`src/rtl/uart_ctrl_pkg.sv`:
```
// Shared types and constants for the UART command controller.
package uart_ctrl_pkg;

    typedef enum logic [3:0] {
        IDLE,
        ADDR_H,
        ADDR_L,
        LEN,
        WR_DATA,
        RD_REQ,
        RD_WAIT,
        RD_SEND,
        RESP
    } ctrl_state_t;

    localparam logic [7:0] CMD_WRITE = 8'h57;
    localparam logic [7:0] CMD_READ  = 8'h52;
    localparam logic [7:0] CMD_PING  = 8'h50;

    localparam logic [7:0] ACK_DEFAULT = 8'h06;
    localparam logic [7:0] NAK_DEFAULT = 8'h15;

    localparam int unsigned TIMEOUT_DEFAULT = 21477;

    // LEN byte of zero encodes a 256-byte transfer.
    function automatic logic [8:0] len_to_count(input logic [7:0] len);
        return (len == 8'd0) ? 9'd256 : {1'b0, len};
    endfunction

endpackage

```
`src/rtl/uart_ctrl_timer.sv`:
```
// Inter-byte timeout counter.
//   clk, rst_n : clock, synchronous active-low reset
//   clear      : restart counting from zero (new byte seen)
//   enable     : count only while a frame is being received
//   expire_c   : combinational terminal-count pulse (count == TIMEOUT_CLKS-1)
module uart_ctrl_timer #(
    parameter int unsigned TIMEOUT_CLKS = 21477
) (
    input  logic clk,
    input  logic rst_n,
    input  logic clear,
    input  logic enable,
    output logic expire_c
);

    localparam int unsigned CW = (TIMEOUT_CLKS > 1) ? $clog2(TIMEOUT_CLKS) : 1;

    logic [CW-1:0] count;

    // Disabled counter sits at zero so every frame starts a fresh window.
    always_ff @(posedge clk) begin
        if (!rst_n) begin
            count <= '0;
        end else if (clear || !enable) begin
            count <= '0;
        end else if (!expire_c) begin
            count <= count + CW'(1);
        end
    end

    assign expire_c = enable && !clear && (count == CW'(TIMEOUT_CLKS - 1));

endmodule

```
`src/rtl/uart_cmd_ctrl.sv`:
```
// Host command sequencer: parses UART frames (W/R/P) into memory bus
// writes/reads and returns ACK/NAK/read data through the byte transmitter.
//   rx_valid/rx_data         : received byte strobe
//   tx_valid/tx_ready/tx_data: transmit byte handshake
//   mem_addr/mem_wdata/mem_we/mem_re/mem_rdata : memory bus (rdata 1 cycle after re)
//   hold_req    : stall request to the core while a W/R frame executes
//   busy        : controller not idle
//   err_timeout : one-cycle pulse on inter-byte timeout abort
//   err_overrun : sticky, a received byte was dropped
module uart_cmd_ctrl
    import uart_ctrl_pkg::*;
#(
    parameter int unsigned TIMEOUT_CLKS = TIMEOUT_DEFAULT,
    parameter logic [7:0]  ACK_BYTE     = ACK_DEFAULT,
    parameter logic [7:0]  NAK_BYTE     = NAK_DEFAULT
) (
    input  logic        clk,
    input  logic        rst_n,
    input  logic        rx_valid,
    input  logic [7:0]  rx_data,
    output logic        tx_valid,
    input  logic        tx_ready,
    output logic [7:0]  tx_data,
    output logic [15:0] mem_addr,
    output logic [7:0]  mem_wdata,
    output logic        mem_we,
    output logic        mem_re,
    input  logic [7:0]  mem_rdata,
    output logic        hold_req,
    output logic        busy,
    output logic        err_timeout,
    output logic        err_overrun
);

    ctrl_state_t state, state_d;
    logic        is_write, is_write_d;
    logic [15:0] addr, addr_d;
    logic [8:0]  count, count_d;
    logic        tx_valid_d;
    logic [7:0]  tx_data_d;
    logic [15:0] mem_addr_d;
    logic [7:0]  mem_wdata_d;
    logic        mem_we_d, mem_re_d;
    logic        hold_req_d, busy_d;
    logic        err_timeout_d, err_overrun_d;

    logic timer_en;
    logic timer_expire_c;

    assign timer_en = (state inside {ADDR_H, ADDR_L, LEN, WR_DATA});

    uart_ctrl_timer #(
        .TIMEOUT_CLKS(TIMEOUT_CLKS)
    ) u_timer (
        .clk     (clk),
        .rst_n   (rst_n),
        .clear   (rx_valid),
        .enable  (timer_en),
        .expire_c(timer_expire_c)
    );

    // Next-state and next-output logic.
    always_comb begin
        state_d       = state;
        is_write_d    = is_write;
        addr_d        = addr;
        count_d       = count;
        tx_valid_d    = tx_valid;
        tx_data_d     = tx_data;
        mem_addr_d    = mem_addr;
        mem_wdata_d   = mem_wdata;
        mem_we_d      = 1'b0;
        mem_re_d      = 1'b0;
        hold_req_d    = hold_req;
        err_timeout_d = 1'b0;
        err_overrun_d = err_overrun;

        case (state)
            IDLE: begin
                if (rx_valid) begin
                    if (rx_data == CMD_WRITE || rx_data == CMD_READ) begin
                        is_write_d = (rx_data == CMD_WRITE);
                        state_d    = ADDR_H;
                    end else begin
                        tx_valid_d = 1'b1;
                        tx_data_d  = (rx_data == CMD_PING) ? ACK_BYTE : NAK_BYTE;
                        state_d    = RESP;
                    end
                end
            end
            ADDR_H: begin
                if (rx_valid) begin
                    addr_d[15:8] = rx_data;
                    state_d      = ADDR_L;
                end
            end
            ADDR_L: begin
                if (rx_valid) begin
                    addr_d[7:0] = rx_data;
                    state_d     = LEN;
                end
            end
            LEN: begin
                if (rx_valid) begin
                    count_d    = len_to_count(rx_data);
                    hold_req_d = 1'b1;
                    if (is_write) begin
                        state_d = WR_DATA;
                    end else begin
                        // mem_re is registered, so it is high for the RD_REQ cycle.
                        mem_re_d   = 1'b1;
                        mem_addr_d = addr;
                        state_d    = RD_REQ;
                    end
                end
            end
            WR_DATA: begin
                if (rx_valid) begin
                    mem_we_d    = 1'b1;
                    mem_addr_d  = addr;
                    mem_wdata_d = rx_data;
                    addr_d      = addr + 16'd1;
                    count_d     = count - 9'd1;
                    if (count == 9'd1) begin
                        tx_valid_d = 1'b1;
                        tx_data_d  = ACK_BYTE;
                        hold_req_d = 1'b0;
                        state_d    = RESP;
                    end
                end
            end
            RD_REQ: begin
                state_d = RD_WAIT;
            end
            RD_WAIT: begin
                tx_data_d  = mem_rdata;
                tx_valid_d = 1'b1;
                state_d    = RD_SEND;
            end
            RD_SEND: begin
                if (tx_ready) begin
                    tx_valid_d = 1'b0;
                    addr_d     = addr + 16'd1;
                    count_d    = count - 9'd1;
                    if (count == 9'd1) begin
                        hold_req_d = 1'b0;
                        state_d    = IDLE;
                    end else begin
                        mem_re_d   = 1'b1;
                        mem_addr_d = addr + 16'd1;
                        state_d    = RD_REQ;
                    end
                end
            end
            RESP: begin
                if (tx_ready) begin
                    tx_valid_d = 1'b0;
                    state_d    = IDLE;
                end
            end
            default: begin
                state_d = IDLE;
            end
        endcase

        // Bytes arriving while reading back or responding are lost.
        if (rx_valid && (state inside {RD_REQ, RD_WAIT, RD_SEND, RESP})) begin
            err_overrun_d = 1'b1;
        end

        // Timer only runs in receive states with no byte this cycle.
        if (timer_expire_c) begin
            err_timeout_d = 1'b1;
            hold_req_d    = 1'b0;
            state_d       = IDLE;
        end

        busy_d = (state_d != IDLE);
    end

    // State and output registers.
    always_ff @(posedge clk) begin
        if (!rst_n) begin
            state       <= IDLE;
            is_write    <= 1'b0;
            addr        <= '0;
            count       <= '0;
            tx_valid    <= 1'b0;
            tx_data     <= '0;
            mem_addr    <= '0;
            mem_wdata   <= '0;
            mem_we      <= 1'b0;
            mem_re      <= 1'b0;
            hold_req    <= 1'b0;
            busy        <= 1'b0;
            err_timeout <= 1'b0;
            err_overrun <= 1'b0;
        end else begin
            state       <= state_d;
            is_write    <= is_write_d;
            addr        <= addr_d;
            count       <= count_d;
            tx_valid    <= tx_valid_d;
            tx_data     <= tx_data_d;
            mem_addr    <= mem_addr_d;
            mem_wdata   <= mem_wdata_d;
            mem_we      <= mem_we_d;
            mem_re      <= mem_re_d;
            hold_req    <= hold_req_d;
            busy        <= busy_d;
            err_timeout <= err_timeout_d;
            err_overrun <= err_overrun_d;
        end
    end

endmodule

```
`config.mk`:
```
export PLATFORM = sky130hd
export DESIGN_NAME = uart_cmd_ctrl
export DESIGN_NICKNAME = d
export VERILOG_FILES = /design/src/rtl/uart_ctrl_pkg.sv /design/src/rtl/uart_ctrl_timer.sv /design/src/rtl/uart_cmd_ctrl.sv
export SDC_FILE = /design/constraint.sdc
export NUM_CORES = 1
export LEC_CHECK = 0
export BUFFER_PORTS_ARGS = -buffer_cell sky130_fd_sc_hd__buf_2
export CAP_MARGIN = 10
export CORE_ASPECT_RATIO = 2
export CORE_MARGIN = 2
export CORE_UTILIZATION = 55
export CTS_BUF_LIST = sky130_fd_sc_hd__clkbuf_16
export CTS_CLUSTER_SIZE = 10
export DETAILED_ROUTE_END_ITERATION = 10
export PLACE_DENSITY = 0.86
export REMOVE_ABC_BUFFERS = 1
export SYNTH_ARGS = -nofsm -noshare
export SYNTH_HDL_FRONTEND = slang
export SYNTH_HIERARCHICAL = 1
export SYNTH_SLANG_ARGS = --single-unit
```
`constraint.sdc`:
```
create_clock -name clk -period 3.45 [get_ports clk]
set_input_delay 0.345 -clock clk [delete_from_list [all_inputs] [get_ports clk]]
set_output_delay 0.345 -clock clk [all_outputs]
set_load 0.1 [all_outputs]
```
==> impl_metrics.json <==
{
  "syn_to_final_growth_pct": 14.2,
  "clock-sinks": 84,
  "dpl_cell_area_mm2": 0.00477,
  "power_mw": 2.19,
  "setup.worst_path.class": "flip-flop to flip-flop",
  "period_needed_ns": 2.77,
  "dieArea_mm2": 0.00892,
  "clockRootBuffer": "clkbuf_16",
  "utilization_pct": 64.3,
  "grt_overflow_total": 0,
  "arrival_ns": 2.99,
  "fmax_mhz": 361,
  "switching_share_pct": 22.3,
  "antenna_left": 0,
  "grt_pass1_vias": 4153,
  "antenna_found_initial": 0,
  "hold_end": "tx_data[7]$_SDFFE_PN0P_",
  "cts_tree": "built",
  "io_pins": 59,
  "dr.pass1.iters": 6,
  "critPathCaptureType": "flip-flop",
  "reg2regPathDepth": 9,
  "rsz0062_at_grt": "no",
  "drt_iter0_drc": 396,
  "syn_inst": 563,
  "diodes": 0,
  "grt_pass1_wl_um": 19400,
  "hold_viol": 0,
  "vias": 4411,
  "fin_setup_tns_ns": 0,
  "relSlewSlack_pct": 42.7,
  "io_buffers": 58,
  "r2r_setup_slack_ns": 0.68,
  "start_util_pct": 56.3,
  "synth_area_mm2": 0.00448,
  "ys_types": 62,
  "drive_gt1_share_pct": 15.5,
  "cp_data_required_time_ns": 3.67,
  "design_area_mm2": 0.00511,
  "r2r_end": "busy$_SDFF_PN0_",
  "worst_pin_slew_ns": 0.853,
  "avgRoutedWirePerCell_um": 16.8,
  "fp-row-count": 46,
  "cts_resized": 0,
  "drt-vias-per-instance": 6.27,
  "p_int_mw": 1.71,
  "die_w_um": 67.8,
  "synth_edf_count": 0,
  "routed_wl_um": 11800,
  "maxSlewViolCount": 0,
  "outcome": "complete, no violations",
  "dieHeight_um": 132,
  "nets": 628,
  "hpwl_um": 8450,
  "period_share_pct": 80.2,
  "cts_buffer_depth": 2,
  "hold_depth": 3,
  "finClkSkew_ns": 0.00533,
  "min-delay-start": "mem_rdata[7]",
  "ys_seq_elements": 84,
  "layout_commonest_cell": "dfxtp_1",
  "clkLatencyLatePin_ns": 0.34,
  "post_cts_buffers": 0,
  "vdd_drop_max_mv": 0.569,
  "r2r-start": "state[2]$_SDFF_PN0_",
  "clk_pin_slew_ns": 0.06,
  "cp_max_fo": 21,
  "clkPwrFrac_pct": 49.2,
  "grt_max_degree": 53,
  "cp-startpoint": "state[2]$_SDFF_PN0_",
  "seq_power_share_pct": 44.9,
  "cts_hold_buf": 0,
  "numCtsBuffers": 9,
  "min_path_type": "input port to flip-flop",
  "ys_warn_count": 6,
  "p_switching_mw": 0.489,
  "finalSetupViolations": 0,
  "layout_common_cells": "dfxtp_1, nor2_1, buf_2",
  "synth_area_per_cell_um2": 7.95,
  "comb_power_share_pct": 5.9,
  "gp_congestion": 0.962,
  "seq_area_frac_synth_pct": 37.6,
  "p_per_area_mw_per_mm2": 430,
  "drv_cap": 0,
  "core_mm2": 0.00794,
  "synthFlopType": "dfxtp_1",
  "start_kind": "flip-flop",
  "grt.total_usage_pct": 27.9,
  "drc": 0,
  "p_leak_nw": 1.87,
  "htreeDepth": 3,
  "async_flop_share_pct": 0
}
worst max-delay path, stage by stage (launching register included):
cell,delay (ns)
dfxtp_1,0.73
nor3_1,0.21
nor3_1,0.30
or4bb_1,0.51
nor2_1,0.18
nand2_1,0.10
inv_1,0.13
nand2b_1,0.17
o21bai_1,0.20
o21bai_1,0.11
per-layer routing:
layer  vias to the layer above  global-route usage, %  share of wire [%]
met4                         0                   17.9                5.6
met3                        53                   5.74                4.8
met5                         -                      0                  0
met2                       185                   46.4                 53
li1                       2102                      -                  -
met1                      2071                   30.7                 37
worst max-delay path by stage:
| stage | cells past startpoint | slack, ns | end |
|---|---|---|---|
| floorplan | 5 | 0.84 | mem_addr[6]$_SDFFE_PN0P_ |
| detailed placement | 9 | 0.79 | busy$_SDFF_PN0_ |
| CTS | 9 | 0.74 | busy$_SDFF_PN0_ |
| global placement | 9 | 0.90 | busy$_SDFF_PN0_ |
| finish | 9 | 0.68 | busy$_SDFF_PN0_ |
| global route | 9 | 0.48 | busy$_SDFF_PN0_ |
final cells by class:
| class | count | area, µm² |
|---|---|---|
| Fill cell | 708 | 2830 |
| Clock buffer | 9 | 225 |
| Tap cell | 96 | 120 |
| Timing Repair Buffer | 63 | 325 |
| Sequential cell | 84 | 1680 |
| Inverter | 17 | 63.8 |
| Clock inverter | 6 | 105 |
| Multi-Input combinational cell | 428 | 2590 |
state kept, by name (all words and copies together), names as in the netlist:
signal	count
mem_re	1
mem_addr	16
tx_valid	1
state	4
err_timeout	1
busy	1
mem_wdata	8
mem_we	1
err_overrun	1
addr	16
hold_req	1
u_timer/count	15
count	9
is_write	1
tx_data	8
cells by family (layout without fill, tap and decap cells):
| group | Yosys count | after routing | share of synthesized area, % |
|---|---|---|---|
| simple gates | 240 | 240 | 28.7 |
| compound gates | 148 | 148 | 20.5 |
| buf+inv | 51 | 95 | 4.67 |
| fa+ha+maj | 5 | 5 | 1.40 |
| flops | 84 | 84 | 37.6 |
| mux | 12 | 12 | 2.68 |
| xor+xnor | 23 | 23 | 4.50 |
stage by stage:
stage | hold slack [ns] | worst slack (ns) | instances
CTS | 0.237 | 0.743 | 702
finish | 0.238 | 0.684 | 703
global placement | 0.440 | 0.898 | 687
floorplan | 0.449 | 0.838 | 529
detailed placement | 0.449 | 0.786 | 687
global route | 0.267 | 0.477 | 703
cell usage after synthesis, types with 3 or more instances:
library cell	number	area (µm²)
dfxtp_1	84	1680
a211oi_1	11	82.6
clkbuf_1	20	75.1
or2_2	4	25.0
nand2_1	37	139
a311oi_1	5	43.8
or3_2	4	30.0
a21boi_0	3	22.5
nand3b_1	6	45.0
nor3_1	16	80.1
nor2_1	63	236
or3_1	16	100
a31oi_1	7	43.8
a21oi_1	39	195
ha_1	5	62.6
and3_1	4	25.0
buf_2	11	55.1
or4_1	5	37.5
inv_1	16	60.1
a22oi_1	7	52.6
nand3_1	21	105
mux2i_1	12	120
xnor2_1	14	123
xor2_1	9	78.8
nor3b_1	3	22.5
and2_1	9	56.3
nand2b_1	8	50.1
nor4_1	9	56.3
o21a_1	3	22.5
nor2b_1	8	50.1
a21o_1	14	105
o21ai_0	43	215
nand4_1	13	81.3
power groups by stage:
stage / logic, mW / clock network (mW) / registers, mW
2_1_floorplan: 0.0399 / 0 / 1.05
3_3_place_gp: 0.125 / 0 / 1.01
3_5_place_dp: 0.128 / 0 / 1.01
4_1_cts: 0.128 / 1.09 / 0.984
5_1_grt: 0.137 / 1.13 / 0.986
6_report: 0.129 / 1.08 / 0.985
No activity file was read; power rests on OpenSTA's default activity.
